[config.mk]
export PLATFORM = sky130hd
export DESIGN_NAME = deserializer_fifo_flat
export DESIGN_NICKNAME = d
export VERILOG_FILES = /design/src/rtl/deserializer_fifo_pkg.sv /design/src/rtl/deserializer_fifo_if.sv /design/src/rtl/deserializer_fifo_word_fifo.sv /design/src/rtl/deserializer_fifo.sv /design/src/flat_wrapper.sv
export SDC_FILE = /design/constraint.sdc
export NUM_CORES = 1
export LEC_CHECK = 0
export ABC_AREA = 1
export CORE_MARGIN = 2
export CORE_UTILIZATION = 48
export CTS_CLUSTER_DIAMETER = 150
export DETAILED_ROUTE_END_ITERATION = 8
export PLACE_DENSITY_LB_ADDON = 0.08
export SYNTH_ARGS = -nofsm -noshare
export SYNTH_HDL_FRONTEND = slang
export SYNTH_HIERARCHICAL = 1
export SYNTH_SLANG_ARGS = --single-unit
[constraint.sdc]
create_clock -name clock_100KHz -period 1.65 [get_ports clock_100KHz]
set_input_delay 0.33 -clock clock_100KHz [delete_from_list [all_inputs] [get_ports clock_100KHz]]
set_output_delay 0.33 -clock clock_100KHz [all_outputs]
set_load 0.05 [all_outputs]
[src/rtl/deserializer_fifo_pkg.sv]
// Shared types and constants for the serial-to-parallel receiver.
package deserializer_pkg;

  // Receiver states: IDLE has no bits held, SHIFT holds a partial word,
  // FULL means the output queue cannot take another word.
  typedef enum logic [1:0] {
    IDLE  = 2'd0,
    SHIFT = 2'd1,
    FULL  = 2'd2
  } des_state_t;

  // Bit-order selectors for the MSB_FIRST parameter.
  localparam bit LSB_FIRST_C = 1'b0;
  localparam bit MSB_FIRST_C = 1'b1;

endpackage

[src/rtl/deserializer_fifo_if.sv]
// Serial link / word queue bundle between the receiver and its neighbours.
interface deserializer_fifo_if #(
  parameter int WIDTH = 8,
  parameter int DEPTH = 2
);

  logic                       data_in;
  logic                       write_in;
  logic                       clear;
  logic                       ack_in;
  logic                       status_out;
  logic                       data_ready;
  logic [WIDTH-1:0]           data_out;
  logic [$clog2(DEPTH+1)-1:0] word_count;
  logic                       overrun;

  // Link and consumer side: drives bits, acks and flush.
  modport master (
    output data_in, write_in, clear, ack_in,
    input  status_out, data_ready, data_out, word_count, overrun
  );

  // Receiver side.
  modport slave (
    input  data_in, write_in, clear, ack_in,
    output status_out, data_ready, data_out, word_count, overrun
  );

endinterface

[src/rtl/deserializer_fifo_word_fifo.sv]
// Small circular word queue with synchronous flush; head reads as 0 when empty.
module word_fifo #(
  parameter int WIDTH = 8,
  parameter int DEPTH = 2
) (
  input  logic                       clk,
  input  logic                       rst_n,
  input  logic                       push,
  input  logic                       pop,
  input  logic                       clear,
  input  logic [WIDTH-1:0]           wdata,
  output logic [WIDTH-1:0]           head,
  output logic [$clog2(DEPTH+1)-1:0] count,
  output logic                       full,
  output logic                       empty
);

  localparam int PTR_W = (DEPTH > 1) ? $clog2(DEPTH) : 1;
  localparam int CNT_W = $clog2(DEPTH+1);

  logic [WIDTH-1:0] mem [DEPTH];
  logic [PTR_W-1:0] wr_ptr;
  logic [PTR_W-1:0] rd_ptr;

  // Storage needs no reset: the head is masked whenever the queue is empty.
  always_ff @(posedge clk) begin
    if (push) begin
      mem[wr_ptr] <= wdata;
    end
  end

  // Pointer and occupancy bookkeeping; flush wins over push and pop.
  always_ff @(posedge clk or negedge rst_n) begin
    if (!rst_n) begin
      wr_ptr <= '0;
      rd_ptr <= '0;
      count  <= '0;
    end else if (clear) begin
      wr_ptr <= '0;
      rd_ptr <= '0;
      count  <= '0;
    end else begin
      if (push) begin
        wr_ptr <= (DEPTH == 1) ? '0 : wr_ptr + PTR_W'(1);
      end
      if (pop) begin
        rd_ptr <= (DEPTH == 1) ? '0 : rd_ptr + PTR_W'(1);
      end
      if (push && !pop) begin
        count <= count + CNT_W'(1);
      end else if (pop && !push) begin
        count <= count - CNT_W'(1);
      end
    end
  end

  assign empty = (count == '0);
  assign full  = (count == CNT_W'(DEPTH));
  assign head  = empty ? '0 : mem[rd_ptr];

endmodule

[src/rtl/deserializer_fifo.sv]
// Serial-to-parallel receiver: assembles WIDTH-bit words and queues them.
module deserializer_fifo
  import deserializer_pkg::*;
#(
  parameter int WIDTH     = 8,
  parameter int DEPTH     = 2,
  parameter int MSB_FIRST = 0
) (
  input  logic               clock_100KHz,
  input  logic               reset,
  deserializer_fifo_if.slave bus
);

  localparam int BIT_W = $clog2(WIDTH);
  localparam int CNT_W = $clog2(DEPTH+1);

  des_state_t       state;
  des_state_t       next_state;
  logic [BIT_W-1:0] bit_cnt;
  logic [WIDTH-1:0] shift_reg;
  logic [WIDTH-1:0] shift_next;
  logic             overrun_q;
  logic             status;
  logic             accept;
  logic             last_bit;
  logic             pop;
  logic [WIDTH-1:0] head;
  logic [CNT_W-1:0] count;
  logic             full;
  logic             empty;

  assign status   = (state != FULL);
  assign accept   = bus.write_in && status && !bus.clear;
  assign last_bit = accept && (bit_cnt == BIT_W'(WIDTH-1));
  assign pop      = bus.ack_in && !empty && !bus.clear;

  if (MSB_FIRST == int'(MSB_FIRST_C)) begin : g_msb_first
    assign shift_next = {shift_reg[WIDTH-2:0], bus.data_in};
  end else begin : g_lsb_first
    assign shift_next = {bus.data_in, shift_reg[WIDTH-1:1]};
  end

  // Receiver state register.
  always_ff @(posedge clock_100KHz or negedge reset) begin
    if (!reset) begin
      state <= IDLE;
    end else begin
      state <= next_state;
    end
  end

  // Next state: FULL is entered only when a push fills the queue with no pop alongside.
  always_comb begin
    next_state = state;
    case (state)
      IDLE: begin
        if (accept) next_state = SHIFT;
      end
      SHIFT: begin
        if (last_bit) begin
          next_state = ((count == CNT_W'(DEPTH-1)) && !pop) ? FULL : IDLE;
        end
      end
      FULL: begin
        if (pop || !full) next_state = IDLE;
      end
      default: next_state = IDLE;
    endcase
    if (bus.clear) next_state = IDLE;
  end

  // Shift register, bit counter and sticky overrun flag.
  always_ff @(posedge clock_100KHz or negedge reset) begin
    if (!reset) begin
      shift_reg <= '0;
      bit_cnt   <= '0;
      overrun_q <= 1'b0;
    end else if (bus.clear) begin
      shift_reg <= '0;
      bit_cnt   <= '0;
      overrun_q <= 1'b0;
    end else begin
      if (accept) begin
        shift_reg <= shift_next;
        bit_cnt   <= last_bit ? '0 : bit_cnt + BIT_W'(1);
      end
      if (bus.write_in && !status) begin
        overrun_q <= 1'b1;
      end
    end
  end

  word_fifo #(
    .WIDTH(WIDTH),
    .DEPTH(DEPTH)
  ) u_word_fifo (
    .clk   (clock_100KHz),
    .rst_n (reset),
    .push  (last_bit),
    .pop   (pop),
    .clear (bus.clear),
    .wdata (shift_next),
    .head  (head),
    .count (count),
    .full  (full),
    .empty (empty)
  );

  assign bus.status_out = status;
  assign bus.data_ready = !empty;
  assign bus.data_out   = head;
  assign bus.word_count = count;
  assign bus.overrun    = overrun_q;

endmodule

[src/flat_wrapper.sv]
// flat-port wrapper written by rule: the top's interface ports become plain ports
module deserializer_fifo_flat import deserializer_pkg::*;
#(
  parameter int WIDTH     = 8,
  parameter int DEPTH     = 2,
  parameter int MSB_FIRST = 0
)
  (clock_100KHz, reset, bus_data_in, bus_write_in, bus_clear, bus_ack_in, bus_status_out, bus_data_ready, bus_data_out, bus_word_count, bus_overrun);
  deserializer_fifo_if #(.WIDTH(WIDTH), .DEPTH(DEPTH)) bus_i ();
  input  logic clock_100KHz;
  input  logic reset;
  input wire logic [$bits(bus_i.data_in)-1:0] bus_data_in;
  input wire logic [$bits(bus_i.write_in)-1:0] bus_write_in;
  input wire logic [$bits(bus_i.clear)-1:0] bus_clear;
  input wire logic [$bits(bus_i.ack_in)-1:0] bus_ack_in;
  output wire logic [$bits(bus_i.status_out)-1:0] bus_status_out;
  output wire logic [$bits(bus_i.data_ready)-1:0] bus_data_ready;
  output wire logic [$bits(bus_i.data_out)-1:0] bus_data_out;
  output wire logic [$bits(bus_i.word_count)-1:0] bus_word_count;
  output wire logic [$bits(bus_i.overrun)-1:0] bus_overrun;
  assign bus_i.data_in = bus_data_in;
  assign bus_i.write_in = bus_write_in;
  assign bus_i.clear = bus_clear;
  assign bus_i.ack_in = bus_ack_in;
  assign bus_status_out = bus_i.status_out;
  assign bus_data_ready = bus_i.data_ready;
  assign bus_data_out = bus_i.data_out;
  assign bus_word_count = bus_i.word_count;
  assign bus_overrun = bus_i.overrun;
  deserializer_fifo #(.WIDTH(WIDTH), .DEPTH(DEPTH), .MSB_FIRST(MSB_FIRST)) u_core (.clock_100KHz(clock_100KHz), .reset(reset), .bus(bus_i));
endmodule
==> reports/results.tsv <==
metric	value	unit
fin_cells	217	
post-route-period-util	0.988	
r2r_slack	120	ps
synth_compound_area_frac	0.0846	
drt-total-wl	2870	µm
layout_setup_ws	19.4	ps
pwr_density_cell	1280	mW/mm²
synth_cells	145	
grt_pass1_vias	1006	
nNetsFinal	191	
synth_nets	153	
final_area	0.00207	mm²
synth_seq_cells	33	
crit_arrival	1300	ps
synthDistinctLibCells	22	
via_count	1118	
start_util	0.492	
rows	20	
synth_top_family_by_area	simple AND/OR/NAND/NOR gates	
wl_per_cell	13.2	µm
grt_pass1_wl	4690	µm
grt_usage	0.191	
root_buffer	clkbuf_4	
drt_iter0_drc	56	
max_freq	613	MHz
fp.dieH	59.2	µm
io_buffer_count	18	
dp_cells	204	
slew_viol_final	0	
power_leakage	0.910	nW
synthSimpleGateAreaFrac	0.203	
cts_max_level	2	
dp_slack	-61.1	ps
grt.overflow.total	0	
syn_area	0.00146	mm²
status	finished clean	
dpl.hpwl	2050	µm
insertion_delay	340	ps
finalHoldViolations	0	
worst_pin_slew	235	ps
setup_viol	0	
ant_nets	0	
antenna_found_initial	0	
diodes	0	
cts_buffer_depth	2	
pin_count	19	
peakVddDrop	0.000695	V
grt_max_degree	18	
drt_pass1_iterations	4	
largest_reg_flops	16	
cp-start-kind	flop	
yosys_warnings	6	
cts_tree	built	
critPathRequiredTime	1320	ps
period_needed	1630	ps
rsz0062_at_grt	true	
ys_seq_area_frac	0.619	
core	0.00298	mm²
worstSetupPathType	reg2out	
max_slew_margin	0.843	
cts_made_buffers	5	
hp-class	in2async	
drive_gt1_frac	0.408	
yosys.area.top_type	edfxtp_1	
cts_sinks	33	
synthXorXnorAreaFrac	0	
syn_avg_cell_area	10.1	µm²
synth_fa_ha_area_frac	0.0171	
holdBufCountCts	0	
dpl_cell_area	0.00188	mm²
syn_to_final_growth	41.6	%
synthMuxAreaShare	0	
dieArea	0.00351	mm²
viasPerCell	5.15	
synth_area_leaders	edfxtp_1 33%, dfrtp_1 29%, nand2_1 7.7%	
drc	0	
die_w	59.2	µm
synth_top_area_share	0.328	
endpoint_kind	output port	
maxCapViolCount	0	
cp_max_fo	8	
gp_congestion	0.706	
fin_total_pwr	2.66	mW
path_clk_slew	110	ps
fin_skew	13.6	ps
## critical path, stage by stage, from the launching register on
cell	delay (ps)
dfrtp_2	440
nor2_4	160
buf_8	160
a21oi_2	60
buf_12	140
## routing by layer
metal,global-route usage,up-vias,share of wire
li1,-,560,-
met1,0.259,521,0.43
met2,0.273,30,0.49
met3,0.0655,7,0.059
met4,0.0974,0,0.020
met5,0,-,0
## placed cells by master (no fill, tap or decap), types with 5 or more instances in the layout
| cell | synthesis | layout |
|---|---|---|
| nand3_1 | 12 | 12 |
| o22ai_1 | 5 | 5 |
| dfrtp_1 | 17 | 14 |
| inv_1 | 22 | 19 |
| clkbuf_4 | 0 | 5 |
| a21oi_2 | 0 | 7 |
| edfxtp_1 | 16 | 16 |
| nand2_2 | 3 | 16 |
| buf_12 | 0 | 12 |
| clkdlybuf4s50_1 | 0 | 5 |
| nor2_1 | 7 | 6 |
| buf_4 | 1 | 12 |
| nand2_1 | 30 | 17 |
## what timing repair did
item                                    CTS  global route
gates resized for setup                  11            21
buffers inserted                          2             2
cloned                                    0             1
pin swaps                                 1             9
endpoints found under the setup margin    8            24
## layout make-up
cell class | count | area [µm²]
Inverter | 25 | 103
Sequential cell | 33 | 910
Clock buffer | 6 | 51.3
Fill cell | 237 | 905
Timing Repair Buffer | 33 | 429
Tap cell | 33 | 41.3
Clock inverter | 2 | 13.8
Multi-Input combinational cell | 85 | 526
## worst paths after layout
| kind | depth (start not counted) | from | to |
|---|---|---|---|
| setup / recovery | 4 | u_core/u_word_fifo/count[0] | bus_data_out[7] |
| hold / removal | 2 | reset | u_core/bit_cnt[1] |
| setup reg to reg | 7 | u_core/bit_cnt[1] | u_core/u_word_fifo/mem[0][0] |
| hold reg to reg | 0 | u_core/shift_reg[2] | u_core/u_word_fifo/mem[0][1] |
| max in group asynchronous | 2 | reset | u_core/u_word_fifo/rd_ptr |
| min in group clock_100KHz | 0 | u_core/shift_reg[2] | u_core/u_word_fifo/mem[0][1] |
## stage by stage
step | setup TNS (ps) | hold slack, ps | util
after global routing | -360 | 298 | 0.696
after detailed placement | -518 | 467 | 0.630
after global placement | -106 | 461 | 0.630
after floorplan | -1130 | 34.4 | -
after CTS | -45.6 | 291 | 0.669
final | 0 | 302 | 0.696
## cells in the mapped netlist, drive strengths merged
| cell | count |
|---|---|
| buf | 2 |
| nand2 | 35 |
| nor2 | 8 |
| o21ai | 5 |
| edfxtp | 16 |
| ha | 2 |
| nand3 | 13 |
| nand3b | 1 |
| o21a | 1 |
| a21oi | 9 |
| nand4 | 4 |
| o22ai | 5 |
| o31ai | 2 |
| inv | 25 |
| dfrtp | 17 |
## logic make-up after synthesis
group	Yosys count
DFF	33
buffers and inverters	27
AOI/OAI and AO/OA	22
and+or+nand+nor	61
adders and majority gates	2
## report_power, final
part | leakage (nW) | total [mW] | switching, mW | internal [mW]
clock network | 0.0382 | 0.488 | 0.280 | 0.208
registers | 0.371 | 0.942 | 0.0410 | 0.901
logic | 0.501 | 1.23 | 0.697 | 0.529
Power figures use the tool's default switching activity.
